<file path="config.mk">
export PLATFORM = sky130hd
export DESIGN_NAME = instr_block_loader
export DESIGN_NICKNAME = d
export VERILOG_FILES = /design/src/rtl/instr_block_loader.sv
export SDC_FILE = /design/constraint.sdc
export NUM_CORES = 1
export LEC_CHECK = 0
export CAP_MARGIN = 20
export CELL_PAD_IN_SITES_DETAIL_PLACEMENT = 0
export CELL_PAD_IN_SITES_GLOBAL_PLACEMENT = 1
export CORE_UTILIZATION = 35
export DETAILED_ROUTE_END_ITERATION = 8
export PLACE_DENSITY = 0.78
export SETUP_SLACK_MARGIN = 0.15
export SLEW_MARGIN = 25
export SYNTH_ARGS = -nofsm -noshare
export SYNTH_HDL_FRONTEND = slang
export SYNTH_SLANG_ARGS = --single-unit
</file>
<file path="constraint.sdc">
create_clock -name clk -period 2 [get_ports clk]
set_clock_uncertainty 0.15 [all_clocks]
set_input_delay 0.4 -clock clk [delete_from_list [all_inputs] [get_ports clk]]
set_output_delay 0.4 -clock clk [all_outputs]
set_load 0.02 [all_outputs]
</file>
<file path="src/rtl/instr_block_loader.sv">
// Block loader feeding the fetch stage: one request/grant handshake, then NUM_INSTR in-order beats.
// Optional build macro LOADER_TIMEOUT_EN adds an inter-beat timeout with a sticky err flag.
module instr_block_loader #(
  parameter int NUM_INSTR      = 16,
  parameter int ADDR_W         = 32,
  parameter int TIMEOUT_CYCLES = 256
) (
  input  logic              clk,
  input  logic              rst_n,
  input  logic              start,
  input  logic [ADDR_W-1:0] base_addr,
  input  logic              flush,
  output logic              mem_rd_req,
  output logic [ADDR_W-1:0] mem_rd_addr,
  input  logic              mem_rd_gnt,
  input  logic              mem_rd_data_vld,
  input  logic [31:0]       mem_rd_data,
  output logic [31:0]       instructions_out [NUM_INSTR],
  output logic              instr_vld,
  output logic              busy,
  output logic              err
);

  localparam int CW = $clog2(NUM_INSTR);

  if (NUM_INSTR < 2 || (NUM_INSTR & (NUM_INSTR - 1)) != 0 || TIMEOUT_CYCLES < 1) begin : g_param_check
    $error("instr_block_loader: NUM_INSTR must be a power of two >= 2, TIMEOUT_CYCLES >= 1");
  end

  typedef enum logic [1:0] {IDLE, REQ, RECV, DONE} state_t;

  state_t            state, state_nxt;
  logic [CW-1:0]     beat_cnt;
  logic [ADDR_W-1:0] addr_q;
  logic              accept_start;
  logic              beat_write;
  logic              last_beat;
  logic              timeout;

  assign accept_start = (state == IDLE) && start && !flush;
  assign beat_write   = (state == RECV) && mem_rd_data_vld && !flush;
  assign last_beat    = beat_write && (beat_cnt == CW'(NUM_INSTR - 1));

  assign mem_rd_req  = (state == REQ);
  assign mem_rd_addr = addr_q;
  assign instr_vld   = (state == DONE);
  assign busy        = (state != IDLE);

  // NOTE: every always_comb output gets a default first so no path can infer a latch.
  always_comb begin
    state_nxt = state;
    unique case (state)
      IDLE: if (accept_start) state_nxt = REQ;
      REQ:  if (mem_rd_gnt) state_nxt = RECV;
      RECV: begin
        if (timeout)        state_nxt = IDLE;
        else if (last_beat) state_nxt = DONE;
      end
      DONE: state_nxt = IDLE;
      default: state_nxt = IDLE;
    endcase
    if (flush) state_nxt = IDLE;
  end

  // NOTE: sequential state uses non-blocking assignments so all registers update from pre-edge values.
  always_ff @(posedge clk or negedge rst_n) begin
    if (!rst_n) begin
      state    <= IDLE;
      beat_cnt <= '0;
      addr_q   <= '0;
    end else begin
      state <= state_nxt;
      if (accept_start) addr_q <= base_addr & ~ADDR_W'(NUM_INSTR - 1);
      if (flush || (state == REQ && mem_rd_gnt)) beat_cnt <= '0;
      else if (beat_write)                        beat_cnt <= beat_cnt + 1'b1;
    end
  end

  // NOTE: the block array is reset explicitly because consumers rely on all-zero contents after reset.
  always_ff @(posedge clk or negedge rst_n) begin
    if (!rst_n) begin
      for (int i = 0; i < NUM_INSTR; i++) instructions_out[i] <= '0;
    end else if (beat_write) begin
      instructions_out[beat_cnt] <= mem_rd_data;
    end
  end

`ifdef LOADER_TIMEOUT_EN
  localparam int TW = $clog2(TIMEOUT_CYCLES + 1);

  logic [TW-1:0] tmo_cnt;
  logic          err_q;

  // Fires on the TIMEOUT_CYCLES-th consecutive beat-less RECV cycle.
  assign timeout = (state == RECV) && !mem_rd_data_vld && !flush &&
                   (tmo_cnt == TW'(TIMEOUT_CYCLES - 1));
  assign err     = err_q;

  always_ff @(posedge clk or negedge rst_n) begin
    if (!rst_n) begin
      tmo_cnt <= '0;
      err_q   <= 1'b0;
    end else begin
      if (state != RECV || mem_rd_data_vld || flush) tmo_cnt <= '0;
      else                                           tmo_cnt <= tmo_cnt + 1'b1;
      if (accept_start) err_q <= 1'b0;
      else if (timeout) err_q <= 1'b1;
    end
  end
`else
  assign timeout = 1'b0;
  assign err     = 1'b0;
`endif

  // Memory must only deliver beats after a grant and before the block completes.
  a_no_stray_beats: assert property (@(posedge clk) disable iff (!rst_n)
    !(mem_rd_data_vld && (state == REQ || state == DONE)));

endmodule

</file>
After elaboration in Yosys (flattened, before gate mapping) --
Cells that the tools add are included.
Word-level totals: bits in registers 546, input port bits 70, output and inout bits 548, logic and storage cells 53
Cells by class: $add $sub $neg 1, magnitude comparators 2, eq/ne operators 7, mux-type cells 10, bitwise logic cells 1, reduce and logical (&&, ||, !) cells 13
Operators by type and width (count):
- 512-bit bitwise mux | 1
- 32-bit demux with 4-bit select | 1
- 32-bit two-way mux | 1
- 2-bit two-way mux | 4
- 4-bit two-way mux | 2
- 2-bit case mux with 4 select lines | 1
- 1-bit logical AND | 7
- 3-bit inequality test (second input constant) | 2
- 5-bit >= comparator (second input constant) | 1
- 5-bit by 1-bit < comparator with 1-bit output (second input constant) | 1
- 4-bit inverter with 5-bit output | 1
- 4-bit by 1-bit adder with 4-bit output (second input constant) | 1
- 2-bit == test (second input constant) | 2
- 4-bit == test (second input constant) | 1
- 2-bit nonzero test | 2
- 3-bit by 2-bit inequality test with 1-bit output (second input constant) | 1
- 3-bit AND reduction | 1
- 2-bit by 1-bit == test with 1-bit output (second input constant) | 1
- 2-bit logical NOT | 1
- 1-bit logical NOT | 1
- 1-bit logical OR | 1

Depth between registers and ports, before layout --
word-level depth 7, gate-level depth with buffers 7, mapped depth without buffers 6

Least setup slack after synthesis --
No wires, ideal clock.
path kind register to register, start point register state[0], end point register instructions_out[129] (netlist name), data arrival time 1.784 ns, required time 1.725 ns, slack -0.059 ns, stages on the path, launching flop included 8, path buffers 1, clock period less this slack 2.059 ns, path through dfrtp_1 inv_1 ha_1 and2b_1 nand2_1 nor3_2 buf_4 mux2_2
Between the ends: cells in the longest elaborated chain, start to end 3
RTL lines:
- from (decl) | RTL line 32 | state_t state, state_nxt;
- from (signal assigned) | RTL line 72 | state <= state_nxt;
- 2-bit == test | RTL line 41 | assign beat_write = (state == RECV) && mem_rd_data_vld && !flush;
- 1-bit logical AND (2 in series) | RTL line 41
- to (signal, indexed assignment) | RTL line 84 | instructions_out[beat_cnt] <= mem_rd_data;
- to (decl) | RTL line 18 | output logic [31:0] instructions_out [NUM_INSTR],
No other way between the ends. A chain may end at the register's enable or synchronous reset.

Worst setup path after layout --
start point register state[1], end point register instructions_out[149] (netlist name)
Same word-level chain as after synthesis.

==> results.md <==
- Run status: finished, violations left
- Violated checks: setup timing
- Seq cells post-synth: around 550
- Uppermost layer routed: met5
- Via density: between 4 and 5
- GR Util All Layers: a little over a fifth
- Slowest stage cell, crit path: dfrtp_1
- Largest net degree at the start of global routing: 59
- Worst Hold Class: primary input to asynchronous set/reset pin
- Post-synthesis mux area share: between 20% and 30%
- Synth Warn #: 0
- WL per Instance: between 20 and 30 um
- Largest family of logic cells by synthesized area: multiplexers
- CTS tree: yes
- TritonCTS Sinks: 546
- Critical Path RT: about 2.3 ns
- Die height: between 200 and 250 um
- Non-filler cells, final: approximately 2800
- Reg-to-reg slack, setup: -0.14 ns
- WS Path Type: flop to flop
- First-pass GRT wire length: about 95000 um
- Endpoint class of the critical path: flop
- Max Clk Rate: roughly 470 MHz
- Crit-path cells: buf_6, ha_4, and2b_2, nand2_4, nor3_4, buf_12, buf_12, mux2_2
- Die W: 246 um
- Cell Area, Synth: around 21000 sq um
- CTS root buffer: clkbuf_16
- XOR/XNOR share of the synthesized area: less than 1%
- PortBufs: between 600 and 700
- Drt first pass iters: 6
- Max Cap Viol: 0
- Core area: just under 60000 sq um
- Total CTS buffers: 58
- M1 WL: ~29000 um
- Launching element type of the critical path: flop
- Crit path max fanout: 11
- Post-DP HPWL: between 40000 and 50000 um
- Initial antenna violation count: 3
- Int Pwr: roughly 20000 uW
- Row Count: 89
- Final Worst Setup Slack: -0.135 ns
- Seq/Total Area, Yosys: approximately two thirds
- Post-synthesis compound-gate area fraction: 0.217%
- Share of power burned in registers: a little under half
- Final min period: ~2.1 ns
- Number of global-route vias before repair: 14192
- Switching share of total power: about a quarter
- Initial Utilization: about a third
- Tcrit/Tclk final: 107%
- Final wirelength: 69400 um
- CTS H-Tree Depth: 2
- Top-area cell type share of the netlist area: about 66%
- Drt drc: 0
- Area fraction in and, or, nand and nor cells after synthesis: 1.53%
- Post-synthesis average cell area: between 15 and 20 sq um
- CP most frequent cell: buf_12
- Share of cells above drive strength 1: between 40 and 50%
- Metal2 WL: between 30000 and 40000 um
- Synthesized instance count: approximately 1200
- Max VDD drop: 739 uV
- Tot Pwr: 26700 uW
- Clock Path Buffers: 3
- Vias: 13514
- Global route total overflow: 0
- Comb power frac: between 10% and 20%
- Clk_lat worst skew: just under 0.6 ns
- Worst Tran Pin Value: roughly 0.5 ns
- Clock network fraction of total power: 38.8%
- Worst-path clk slew: approximately 0.060 ns
- Largest cells by area after synthesis: dfrtp_1 (66%), mux2_2 (27%), mux2_1 (1.7%)
- Net load switching power: between 7000 and 8000 uW
- Area leader, netlist: dfrtp_1
- Max-slew violations: 0
- RSZ-0062 raised after global routing: true
- DR iter-0 viols: roughly 450
- Antenna Cells: 0
- Inst Count DP: approximately 2600
- Number of I/O pins: around 600
- Pleak: 0.0168 uW
- Final setup viols: 234
- Synth Area in Adders: less than 1%
- Placer congestion estimate: 0.787
- Place WS: -0.586 ns
- Nets: about 2000
- Worst Path Arrival: 2.47 ns
- Synth unique cells: 38
- Final Core Density: a little over half
- Layout Area Growth over Synthesis: 48.7%
- Met3 wire len: 4530 um
- Crit path largest cell delay: between 0.3 and 0.4 ns
- Relative max-transition margin: roughly two thirds
- Pwr per Cell Area: about 860 nW/um^2
- Final antenna-violating net count: 0
- Die ar.: slightly above 60000 sq um
- Final hold vios: 0
==> cell usage after synthesis (all sizes together) <==
library cell  number
buf               61
nand3b             2
o31a               1
and3b              1
nor2               8
clkbuf            32
and2b              1
mux2             540
or3b               1
a21o               1
o21ai              1
nand3              9
ha                 9
nand2             10
o22ai              1
dfrtp            546
inv                7
or2                1
xor2               2
xnor2              1
conb               1
a211oi             1
a21oi              2
nor4b              1
nor3               3
nand4b             1
nand4              1
nor3b              1
and4bb             2
and4               1
==> worst max-delay path, delay by kind of cell (launching register included) <==
family,cells,cell delay (ns)
AND/OR/NAND/NOR,3,0.53
buffers and inverters,3,0.45
multiplexers,1,0.35
flip-flops,1,0.39
adder cells (fa/ha/maj),1,0.14
==> sequential cells by signal (all words and copies together), names as in the netlist <==
| name | flops |
|---|---|
| beat_cnt | 4 |
| instructions_out | 512 |
| mem_rd_addr | 28 |
| state | 2 |
==> per-layer routing <==
metal	GRT usage (%)	up-vias
met3	5.84	110
li1	-	5787
met5	0	-
met2	34.9	434
met4	7.14	2
met1	26.6	7181
==> final timing paths <==
path                                             startpoint                                end  cells past startpoint
setup reg to reg                       state[1]$_DFFE_PN0P_  instructions_out[149]$_DFFE_PN0P_                      8
max in group asynchronous                             rst_n  instructions_out[147]$_DFFE_PN0P_                      3
setup / recovery                       state[1]$_DFFE_PN0P_  instructions_out[149]$_DFFE_PN0P_                      8
hold reg to reg            instructions_out[16]$_DFFE_PN0P_   instructions_out[16]$_DFFE_PN0P_                      1
min in group clk                               base_addr[5]         mem_rd_addr[5]$_DFFE_PN0P_                      2
hold / removal                                        rst_n        mem_rd_addr[15]$_DFFE_PN0P_                      2
==> power groups by stage <==
stage | sequential, uW | clock [uW] | combinational [uW]
floorplan | 13200 | 0 | 1150
global placement | 12300 | 0 | 4520
detailed placement | 12400 | 0 | 4590
CTS | 12200 | 10600 | 4120
global route | 12200 | 11000 | 4430
finish | 12200 | 10400 | 4170
==> stage by stage <==
| stage | cell area [sq um] | TNS (ns) | hold WS [ns] |
|---|---|---|---|
| after floorplan | 21000 | 0 | -0.0456 |
| after global placement | 28600 | -212.67 | 0.220 |
| after detailed placement | 28600 | -225.92 | 0.220 |
| after CTS | 29800 | -4.48 | 0.165 |
| after global routing | 30900 | -31.09 | 0.187 |
| final | 30900 | -15.50 | 0.173 |
==> layout by cell type (no fill, tap or decap), types with 6 or more instances in the layout <==
cell | synthesis | final
dlygate4sd2_1 | 0 | 376
nand2_1 | 10 | 7
clkbuf_1 | 32 | 17
dfrtp_1 | 546 | 544
buf_12 | 0 | 38
clkbuf_16 | 0 | 73
clkbuf_8 | 0 | 17
inv_1 | 7 | 6
clkdlybuf4s15_2 | 0 | 102
buf_6 | 6 | 11
mux2_1 | 32 | 21
mux2_2 | 504 | 383
clkdlybuf4s50_1 | 0 | 64
buf_4 | 20 | 67
nand3_2 | 6 | 6
buf_2 | 35 | 62
mux2_4 | 4 | 136
==> logic make-up after synthesis <==
kind of cell    Yosys count
flops                   546
mux                     540
buf+inv                 100
simple gates             43
fa+ha+maj                 9
compound gates            7
xor+xnor                  3
other cells               1
==> layout make-up <==
cell class / instances / area, sq um
inverter: 7 / 26.3
multi-input combinational: 607 / 7220
clock inverter: 9 / 62.6
timing repair buffer: 741 / 7230
tap: 773 / 967
clock buffer: 93 / 1770
sequential: 546 / 13700
fill: 5031 / 28000
==> what timing repair did <==
action / CTS / global route
endpoints found under the hold margin: 243 / 0
endpoints found under the setup margin: 996 / 933
gates resized for setup: 1000 / 135
buffers inserted: 1 / 16
hold buffers: 1 / 0
gates cloned: 0 / 18
pin swaps: 3 / 4
No activity file was read; power rests on OpenSTA's default activity.
